[config.mk]
export PLATFORM = sky130hd
export DESIGN_NAME = dmem_port_arbiter
export DESIGN_NICKNAME = d
export VERILOG_FILES = /design/src/rtl/dmem_port_arbiter.sv
export SDC_FILE = /design/constraint.sdc
export NUM_CORES = 1
export LEC_CHECK = 0
export BUFFER_PORTS_ARGS = -buffer_cell sky130_fd_sc_hd__buf_2
export CAP_MARGIN = 20
export CORE_AREA = 2 2 165 167
export DETAILED_ROUTE_END_ITERATION = 12
export DIE_AREA = 0 0 167 169
export HOLD_SLACK_MARGIN = 0.1
export PLACE_DENSITY_LB_ADDON = 0.2
export SKIP_LAST_GASP = 1
export SYNTH_ARGS = -nofsm -noshare
export SYNTH_HDL_FRONTEND = slang
export SYNTH_SLANG_ARGS = --single-unit
[constraint.sdc]
create_clock -name clk -period 3.3 [get_ports clk]
set_clock_uncertainty 0.15 [all_clocks]
set_input_delay 0.33 -clock clk [delete_from_list [all_inputs] [get_ports clk]]
set_output_delay 0.33 -clock clk [all_outputs]
set_load 0.02 [all_outputs]
[src/rtl/dmem_port_arbiter.sv]
// Data-memory port arbiter between the MEM-stage core port and the loader, with a locked loader burst mode.
// Optional build macro DMEM_ARB_RR_EN: round-robin IDLE contention (default build: the core has fixed priority).
module dmem_port_arbiter #(
  parameter int unsigned ADDR_W    = 8,
  parameter int unsigned DATA_W    = 64,
  parameter int unsigned MAX_BURST = 8
) (
  input  logic              clk,
  input  logic              reset,
  input  logic              core_req,
  input  logic              core_we,
  input  logic [ADDR_W-1:0] core_addr,
  input  logic [DATA_W-1:0] core_wdata,
  output logic              core_gnt,
  output logic              core_stall,
  output logic              core_rvalid,
  output logic [DATA_W-1:0] core_rdata,
  input  logic              ldr_req,
  input  logic              ldr_we,
  input  logic              ldr_lock,
  input  logic [ADDR_W-1:0] ldr_addr,
  input  logic [DATA_W-1:0] ldr_wdata,
  output logic              ldr_gnt,
  output logic              ldr_rvalid,
  output logic [DATA_W-1:0] ldr_rdata,
  output logic              mem_read,
  output logic              mem_write,
  output logic [ADDR_W-1:0] mem_addr,
  output logic [DATA_W-1:0] mem_wdata,
  input  logic [DATA_W-1:0] mem_rdata
);

  localparam int unsigned CNT_W = 8;

  typedef enum logic [1:0] {
    ST_IDLE  = 2'd0,
    ST_LOCK  = 2'd1,
    ST_YIELD = 2'd2
  } state_t;

  state_t           state_q, state_d;
  logic [CNT_W-1:0] cnt_q, cnt_d;
  logic             burst_full;

`ifdef DMEM_ARB_RR_EN
  logic last_ldr_q, last_ldr_d;
`endif

  assign burst_full = (cnt_q == CNT_W'(MAX_BURST));

  // Grant selection and next-state; reset masks all grants
  always_comb begin
    state_d  = state_q;
    cnt_d    = cnt_q;
    core_gnt = 1'b0;
    ldr_gnt  = 1'b0;
`ifdef DMEM_ARB_RR_EN
    last_ldr_d = last_ldr_q;
`endif
    case (state_q)
      ST_IDLE: begin
        if (core_req && ldr_req) begin
`ifdef DMEM_ARB_RR_EN
          core_gnt = last_ldr_q;
          ldr_gnt  = ~last_ldr_q;
`else
          core_gnt = 1'b1;
`endif
        end else begin
          core_gnt = core_req;
          ldr_gnt  = ldr_req;
        end
        if (ldr_gnt && ldr_lock) begin
          state_d = ST_LOCK;
          cnt_d   = CNT_W'(1);
        end
`ifdef DMEM_ARB_RR_EN
        if (core_gnt || ldr_gnt) last_ldr_d = ldr_gnt;
`endif
      end
      ST_LOCK: begin
        if (ldr_lock && burst_full && core_req) begin
          state_d = ST_YIELD;
          cnt_d   = '0;
        end else begin
          ldr_gnt = ldr_req;
          if (!ldr_lock) state_d = ST_IDLE;
          if (ldr_gnt && !burst_full) cnt_d = cnt_q + CNT_W'(1);
        end
      end
      ST_YIELD: begin
        core_gnt = core_req;
        cnt_d    = '0;
        state_d  = ldr_lock ? ST_LOCK : ST_IDLE;
      end
      default: begin
        state_d = ST_IDLE;
        cnt_d   = '0;
      end
    endcase
    if (reset) begin
      core_gnt = 1'b0;
      ldr_gnt  = 1'b0;
    end
  end

  assign core_stall = core_req & ~core_gnt;
  assign mem_read   = (core_gnt & ~core_we) | (ldr_gnt & ~ldr_we);
  assign mem_write  = (core_gnt & core_we) | (ldr_gnt & ldr_we);
  assign mem_addr   = ldr_gnt ? ldr_addr  : core_addr;
  assign mem_wdata  = ldr_gnt ? ldr_wdata : core_wdata;

  // State, burst counter and read-return registers
  always_ff @(posedge clk) begin
    if (reset) begin
      state_q     <= ST_IDLE;
      cnt_q       <= '0;
      core_rvalid <= 1'b0;
      core_rdata  <= '0;
      ldr_rvalid  <= 1'b0;
      ldr_rdata   <= '0;
    end else begin
      state_q     <= state_d;
      cnt_q       <= cnt_d;
      core_rvalid <= core_gnt & ~core_we;
      ldr_rvalid  <= ldr_gnt & ~ldr_we;
      if (core_gnt && !core_we) core_rdata <= mem_rdata;
      if (ldr_gnt && !ldr_we)   ldr_rdata  <= mem_rdata;
    end
  end

`ifdef DMEM_ARB_RR_EN
  always_ff @(posedge clk) begin
    if (reset) last_ldr_q <= 1'b1;
    else       last_ldr_q <= last_ldr_d;
  end
`endif

endmodule

After elaboration in Yosys (flattened, before gate mapping)
Index checks and enable logic that the tools add are counted.
{"block": "op_classes", "n_addsub": 1, "n_eq_ne": 6, "mux": 19, "bitwise_logic": 10, "n_reduce_logical": 13}
{"cell": "64-bit two-way mux", "count": 1}
{"cell": "8-bit two-way mux", "count": 4}
{"cell": "8-bit case mux with 2 select lines", "count": 1}
{"cell": "8-bit by 1-bit adder with 8-bit output (second input constant)", "count": 1}
{"cell": "8-bit by 4-bit == test with 1-bit output (second input constant)", "count": 1}
{"cell": "1-bit logical AND", "count": 7}
{"cell": "1-bit two-way mux", "count": 7}
{"cell": "2-bit two-way mux", "count": 3}
{"cell": "3-bit != test (second input constant)", "count": 2}
{"cell": "2-bit case mux with 3 select lines", "count": 1}
{"cell": "1-bit bitwise AND", "count": 5}
{"cell": "1-bit case mux with 2 select lines", "count": 2}
{"cell": "2-bit AND reduction", "count": 2}
{"cell": "1-bit logical NOT", "count": 3}
{"cell": "1-bit NOT", "count": 3}
{"cell": "2-bit by 1-bit == test with 1-bit output (second input constant)", "count": 1}
{"cell": "2-bit == test (second input constant)", "count": 1}
{"cell": "2-bit logical NOT", "count": 1}
{"cell": "2-bit != test (second input constant)", "count": 1}
{"cell": "1-bit OR", "count": 2}
{"block": "word_totals", "reg_bits": 140, "input_bits": 215, "elab_cells": 55}

Logic depth before layout (Yosys ltp)
Gate-level depths: netlist of run 1.
{"block": "logic_depth", "ltp_word": 8, "depth_mapped": 9}

Worst setup path after synthesis of run 1
No wires, ideal clock.
{"block": "synth_path", "kind": "register to output", "start": "reg cnt_q[0]", "end": "out mem_wdata[55]", "t_arrival_ns": 2.112, "required_ns": 2.820, "setup_slack_ns": 0.708, "path_stages_with_launch": 8, "path_cell_list": "dfxtp_1 > inv_1 > ha_1 > or4b_4 > nor3_2 > nor2_1 > buf_1 > mux2_1"}
{"block": "synth_via", "elab_chain_cells": 7}
{"item": "start, declared", "line_no": "42", "rtl": "logic [CNT_W-1:0] cnt_q, cnt_d;"}
{"item": "start signal, assigned", "line_no": "124", "rtl": "cnt_q <= cnt_d;"}
{"item": "8-bit by 4-bit == test with 1-bit output", "line_no": "49", "rtl": "assign burst_full = (cnt_q == CNT_W'(MAX_BURST));"}
{"item": "1-bit logical AND (2 in a row)", "line_no": "82", "rtl": "if (ldr_lock && burst_full && core_req) begin"}
{"item": "1-bit two-way mux", "line_no": "82"}
{"item": "1-bit case mux with 2 select lines", "line_no": "60", "rtl": "case (state_q)"}
{"item": "1-bit two-way mux", "line_no": "101", "rtl": "if (reset) begin"}
{"item": "via ldr_gnt", "line_no": "23", "rtl": "output logic ldr_gnt,"}
{"item": "64-bit two-way mux", "line_no": "111", "rtl": "assign mem_wdata = ldr_gnt ? ldr_wdata : core_wdata;"}
{"item": "end, declared", "line_no": "29", "rtl": "output logic [DATA_W-1:0] mem_wdata,"}
The timed path passes the listed nets, and every way through them passes these cells.

Final worst setup path of run 1
{"block": "layout_path", "start": "reg cnt_q[0]", "end": "out mem_wdata[22]"}
{"block": "layout_via", "elab_chain_cells": 7}
{"item": "8-bit by 4-bit == test with 1-bit output", "line_no": "49"}
{"item": "1-bit logical AND (2 in a row)", "line_no": "82"}
{"item": "1-bit two-way mux", "line_no": "82"}
{"item": "1-bit case mux with 2 select lines", "line_no": "60"}
{"item": "1-bit two-way mux", "line_no": "101"}
{"item": "64-bit two-way mux", "line_no": "111"}
Every way passes these cells.

==> impl_results.md, run 1 <==
- Status: finished clean
- Layout cells sized above 1: 0.398
- Fmax: between 300 and 400 MHz
- Pwr Total: 4.54 mW
- Final setup vio count: 0
- PwrDens: 463 mW/mm²
- Layout area overhead: 62.2%
- Clk Latency, worst-skew pair: 0.41 ns
- DR WL met2: between 10 and 15 mm
- Post-synth top flop: dfxtp_1
- H-tree Lvls: 4
- Most common cell after layout, fill and taps aside: buf_2
- Clock slew at reported path FFs: 0.06 ns
- Drt pass-1 iters: 4
- Clock buffer depth: 2
- Share of flip-flops with an asynchronous set or reset: 0
- Number of setup buffers added after CTS: 0
- Worst-path cell chain: inv_1, ha_1, or4b_4, nor3_4, nor2_4, clkbuf_16, mux2_1, buf_2
- Syn nets: 934
- Crit path max-delay cell type: or4b_4
- Leakage: between 4 and 5 nW
- Routed WL: 27.1 mm
- DRT iter0 DRCs: 197
- WL/cell: 17.6 µm
- CTS tree: yes
- Least-Margin Pin Slew: ~0.74 ns
- EDFF count, synth: 0
- Top cells by area, synth: dfxtp_1, mux2_1, nand2_1, nand2b_1, a21oi_1
- Die height: 169 µm
- Worst Path Arrival: 2.64 ns
- Number of fill cells: 2829
- Dominant cell type by area after synthesis: dfxtp_1
- Post-synthesis cell type count: 37
- CP max stage delay: 0.48 ns
- Final ANT Viol Nets: 0
- DR top layer: met5
- Worst hold path type: in -> reg
- Syn Inst Count: 717
- First-pass GRT wire length: 38.8 mm
- Row count: 60
- Initial Util: 0.228
- CP Class: reg -> out
- Commonest cells after routing, fill and taps aside: buf_2, nand2_1, dfxtp_1
- Sink Count: between 100 and 150
- Port Buffers: 421
- Final routed DRC violation total: 0
- Register area share after synthesis: 0.463
- Width of the chip: 167 µm
- RD Place Congestion: 0.871
- CP required: 2.82 ns
- Unrepaired setup endpoints after global routing: no
- Met1 Wirelength: 11.6 mm
- Root buf cell: clkbuf_16
- Register Area: 0.00280 mm²
- Initial antenna violation count: 3
- Met3 wire len: 2.44 mm
- Max-slew violation count: 0
- CTS Buf Count: 17
- Number of I/O pins: between 400 and 500
- Die area: ~0.028 mm²
- Post-synthesis average cell area: 8.44 µm²
- Nets@finish: 1402
- Vias/cell: between 4 and 5
- Final HPWL DP: 20.3 mm
- Tcrit/Tclk final: 0.947
- Delay-heaviest family, CP: simple AND/OR/NAND/NOR gates
- GRT overflow: 0
- Largest net degree at the start of global routing: 75
- Slew Limit Headroom: 0.504
- Tot GR Track Use: 0.180
- Vias: between 6k and 7k
- Core Area: 0.0265 mm²
- Crit. End Element: output port
- Yosys top cell area share: 0.463
- Max Cap Viol: 0
- Setup TNS: 0 ns
- Seq cells post-synth: 140
- Worst VDD drop: 0.276 mV
- Minimum clock period after layout: 3.12 ns
- Worst Path Max Fanout: 10
- Area of the multi-input gates: just over 0.003 mm²
- Final Hold Viols: 0
- Vias in the first global route: 6380
- Startpoint types: flop
- WP buf/inv: 3
- Ys Warns: 0
- Cell Area, Synth: 0.00605 mm²
where the power goes:
| part | switching (mW) | leakage [nW] | internal (mW) | total, mW |
|---|---|---|---|---|
| logic | 0.458 | 3.11 | 0.338 | 0.797 |
| clock network | 0.815 | 0.280 | 1.15 | 1.97 |
| registers | 0.0306 | 1.14 | 1.75 | 1.78 |
| total | 1.30 | 4.53 | 3.24 | 4.54 |
cells in the mapped netlist (2+ instances only):
cell       instances
nand2_1          201
dfxtp_1          140
mux2_1            72
nand2b_1          67
a21oi_1           65
o21ai_1           64
clkbuf_1          44
nor2_1             8
a2111o_1           5
buf_2              5
inv_1              5
nand3_1            5
o2111ai_1          4
and3_1             3
buf_4              2
ha_1               2
nor2b_1            2
nor3_1             2
o21ai_0            2
xor2_1             2
stage by stage:
stage	worst slack (ns)	instances	utilization	hold slack (ns)	instance area, µm²
6_report	0.176	1539	0.370	0.242	9810
5_1_grt	0.00536	1538	0.370	0.233	9810
4_1_cts	0.0586	1535	0.368	0.209	9760
3_5_place_dp	0.422	1438	0.321	0.294	8500
3_3_place_gp	0.449	1438	0.321	0.289	8500
2_1_floorplan	0.708	717	-	0.295	6050
worst min-delay path, stage by stage:
cell and delay [ns]:
buf_2 0.14, nand3_1 0.11, o311a_1 0.15, nor2_1 0.03
metal layers:
metal	vias to the layer above	GRT usage
met5	-	0
met4	4	0.0573
met3	27	0.0697
met2	259	0.290
met1	3041	0.222
li1	3325	-
layout make-up:
cell class,instances,area share
Multi-Input combinational cell,519,0.309
Timing Repair Buffer,502,0.299
Sequential cell,140,0.286
Clock buffer,18,0.0448
Tap cell,341,0.0435
Clock inverter,13,0.0159
Inverter,5,0.00191
Antenna cell,1,0.000255
worst paths after layout:
check	from	endpoint	slack, ns	depth (start not counted)
hold reg to reg	core_rdata[19]	core_rdata[19]	0.30	2
setup reg to reg	cnt_q[0]	cnt_q[5]	0.79	7
setup / recovery	cnt_q[0]	mem_wdata[22]	0.18	8
hold / removal	ldr_req	cnt_q[0]	0.24	4
kinds of logic after synthesis:
family / synth area share
compound gates: 0.133
xor+xnor: 0.00290
fa+ha+maj: 0.00413
buf+inv: 0.0395
flops: 0.463
mux: 0.134
simple gates: 0.223
flip-flops by register name, indices dropped and copies added, names as in the netlist:
| register | count |
|---|---|
| core_rvalid | 1 |
| cnt_q | 8 |
| ldr_rvalid | 1 |
| core_rdata | 64 |
| ldr_rdata | 64 |
| state_q | 2 |
repair_timing:
action / in CTS / in global routing
hold endpoints to repair: 130 / 0
pin swaps: 0 / 2
endpoints found under the setup margin: 12 / 49
gates cloned: 0 / 3
resized for setup: 1 / 8
hold buffers: 66 / 0
No activity file was read; power rests on OpenSTA's default activity.
==> run 2, diff against run 1 <==
--- a/config.mk
+++ b/config.mk
@@ -12,6 +12,7 @@
 export DIE_AREA = 0 0 167 169
 export HOLD_SLACK_MARGIN = 0.1
 export PLACE_DENSITY_LB_ADDON = 0.2
+export RECOVER_POWER = 50
 export SKIP_LAST_GASP = 1
 export SYNTH_ARGS = -nofsm -noshare
 export SYNTH_HDL_FRONTEND = slang
==> impl_results.md, run 2 (synthesis results as in run 1) <==
- Clock buffer depth: 2 (unchanged)
- WL/cell: 17.7 µm (was 17.6 µm)
- Unrepaired setup endpoints after global routing: no (unchanged)
- Layout area overhead: 59.1% (was 62.2%)
- Worst Hold Depth: 4 (unchanged)
- Reg2Reg Depth: 6 (was 7)
- Minimum clock period after layout: 3.13 ns (was 3.12 ns)
- Drt pass-1 iters: 4 (unchanged)
- Die height: 169 µm (unchanged)
- Number of fill cells: 2881 (was 2829)
- Register Area: 0.00280 mm² (unchanged)
- Max-slew violation count: 0 (unchanged)
- Slew Limit Headroom: 0.104 (was 0.504)
- Row count: 60 (unchanged)
- Final setup vio count: 0 (unchanged)
- PnR worst setup slack: 0.166 ns (was 0.176 ns)
- Worst Path Arrival: 2.65 ns (was 2.64 ns)
- Final Hold Viols: 0 (unchanged)
- R2R Setup Slk: 0.55 ns (was 0.79 ns)
- Sink Count: 140 (unchanged)
- Max Cap Viol: 0 (unchanged)
- H-tree Lvls: 4 (unchanged)
- First-pass GRT wire length: 38.8 mm (unchanged)
- Pre-CTS setup slack: 0.422 ns (unchanged)
- Worst VDD drop: 0.272 mV (was 0.276 mV)
- Vias in the first global route: 6380 (unchanged)
- Initial antenna violation count: 3 (unchanged)
- Startpoint types: flop (unchanged)
- Final HPWL DP: 20.3 mm (unchanged)
- DP Area: 0.00850 mm² (unchanged)
- Vias: 6660 (was 6656)
- Tcrit/Tclk final: 0.950 (was 0.947)
- Final routed DRC violation total: 0 (unchanged)
- Worst r2r dst: core_rdata[39] (was cnt_q[5])
- Reg-to-reg startpoint: state_q[0] (was cnt_q[0])
- Worst Hold End: cnt_q[0] (unchanged)
- CP required: 2.82 ns (about the same)
- DR WL met2: 12.6 mm (about the same)
- Routed WL: 27.2 mm (was 27.1 mm)
- CP Class: reg -> out (unchanged)
- CTS Buf Count: 17 (unchanged)
- PwrDens: 471 mW/mm² (was 463 mW/mm²)
- Layout cells sized above 1: 0.286 (was 0.398)
- Largest regs: core_rdata: 64 flops, ldr_rdata: 64 flops, cnt_q: 8 flops (unchanged)
- Initial Util: 0.228 (unchanged)
- Worst Path Max Fanout: 10 (unchanged)
- Port Buffers: 421 (unchanged)
- CTS tree: yes (unchanged)
- RD Place Congestion: 0.871 (unchanged)
- Area of the multi-input gates: 0.00303 mm² (unchanged)
- Clk Latency, worst-skew pair: 0.41 ns (about the same)
- Number of I/O pins: 422 (unchanged)
- Width of the chip: 167 µm (unchanged)
- Most common cell after layout, fill and taps aside: buf_2 (unchanged)
- DR top layer: met5 (unchanged)
- Die area: 0.0282 mm² (unchanged)
- Setup TNS: 0 ns (unchanged)
- DRT iter0 DRCs: 199 (was 197)
- Final ANT Viol Nets: 0 (unchanged)
- GRT overflow: 0 (unchanged)
- Commonest cells after routing, fill and taps aside: buf_2, nand2_1, dfxtp_1 (unchanged)
- Core Area: 0.0265 mm² (unchanged)
- Met3 wire len: 2.51 mm (was 2.44 mm)
- Crit. End Element: output port (unchanged)
- Hold Startpoint: ldr_req (unchanged)
- Tot GR Track Use: 0.180 (unchanged)
- Nets@finish: 1402 (unchanged)
- Post-layout util: 0.363 (was 0.370)
- Clock slew at reported path FFs: 0.06 ns (about the same)
- Leakage: 3.97 nW (was 4.53 nW)
- Least-Margin Pin Slew: 1.34 ns (was 0.744 ns)
- Number of setup buffers added after CTS: 0 (unchanged)
- Fin area: 0.00963 mm² (was 0.00981 mm²)
- Status: finished clean (unchanged)
- Fmax: 319 MHz (was 320 MHz)
- Vias/cell: 4.33 (was 4.32)
- Root buf cell: clkbuf_16 (unchanged)
- Worst hold path type: in -> reg (unchanged)
- Met1 Wirelength: 11.6 mm (about the same)
- Largest net degree at the start of global routing: 75 (unchanged)
- Pwr Total: 4.53 mW (was 4.54 mW)
==> run 2: cell count changes in the layout (fill, tap and decap cells not counted) <==
cell | previous run | this run
buf_12 | 2 | 1
or2_1 | 1 | 0
buf_4 | 12 | 10
buf_2 | 418 | 286
or2_0 | 0 | 1
inv_2 | 1 | 0
inv_1 | 4 | 5
clkbuf_1 | 0 | 133
clkbuf_2 | 0 | 2
==> run 2: worst max path at each step <==
stage,startpoint,endpoint,slack (ns),cells past startpoint
4_1_cts,cnt_q[0],mem_wdata[15],0.06,8
3_5_place_dp,cnt_q[0],mem_wdata[15],0.42,8
3_3_place_gp,cnt_q[0],mem_wdata[15],0.45,8
6_report,cnt_q[0],mem_wdata[22],0.17,8
2_1_floorplan,cnt_q[0],mem_wdata[55],0.71,7
5_1_grt,cnt_q[0],mem_wdata[14],0.005,8
==> run 2: timing repair <==
item | 4_1_cts | 5_1_grt
setup endpoints to repair | 12 | 49
pin swaps | 0 | 2
resized for setup | 1 | 8
hold buffers | 66 | 0
hold endpoints to repair | 130 | 0
gates cloned | 0 | 3
==> run 2: layout make-up <==
class / instances / share of cell area
multi-input cells: 519 / 0.315
flip-flops and latches: 140 / 0.291
repair buffers: 502 / 0.286
clock buffers: 18 / 0.0456
well taps: 341 / 0.0443
clock inverters: 13 / 0.0162
inverters: 5 / 0.00195
diodes: 1 / 0.000260
==> run 2: metal layers <==
metal / vias to the layer above / track usage
met5: - / 0
met3: 28 / 0.0697
li1: 3326 / -
met2: 264 / 0.290
met1: 3038 / 0.222
met4: 4 / 0.0573
==> run 2: worst max-delay path, stage by stage, from the launching register on <==
cell and delay (ns):
dfxtp_1 0.35, inv_1 0.09, ha_1 0.13, or4b_4 0.48
nor3_4 0.31, nor2_4 0.12, clkbuf_16 0.20, mux2_1 0.37
buf_2 0.18
==> run 2: stage by stage <==
step | std cells | hold slack (ns)
2_1_floorplan | 717 | 0.295
3_3_place_gp | 1438 | 0.289
3_5_place_dp | 1438 | 0.294
4_1_cts | 1535 | 0.209
5_1_grt | 1538 | 0.233
6_report | 1539 | 0.243
==> run 2: where the power goes <==
group	total, mW	switching (mW)	internal, mW
Clock	1.97	0.819	1.15
Sequential	1.78	0.0322	1.75
Combinational	0.780	0.459	0.321
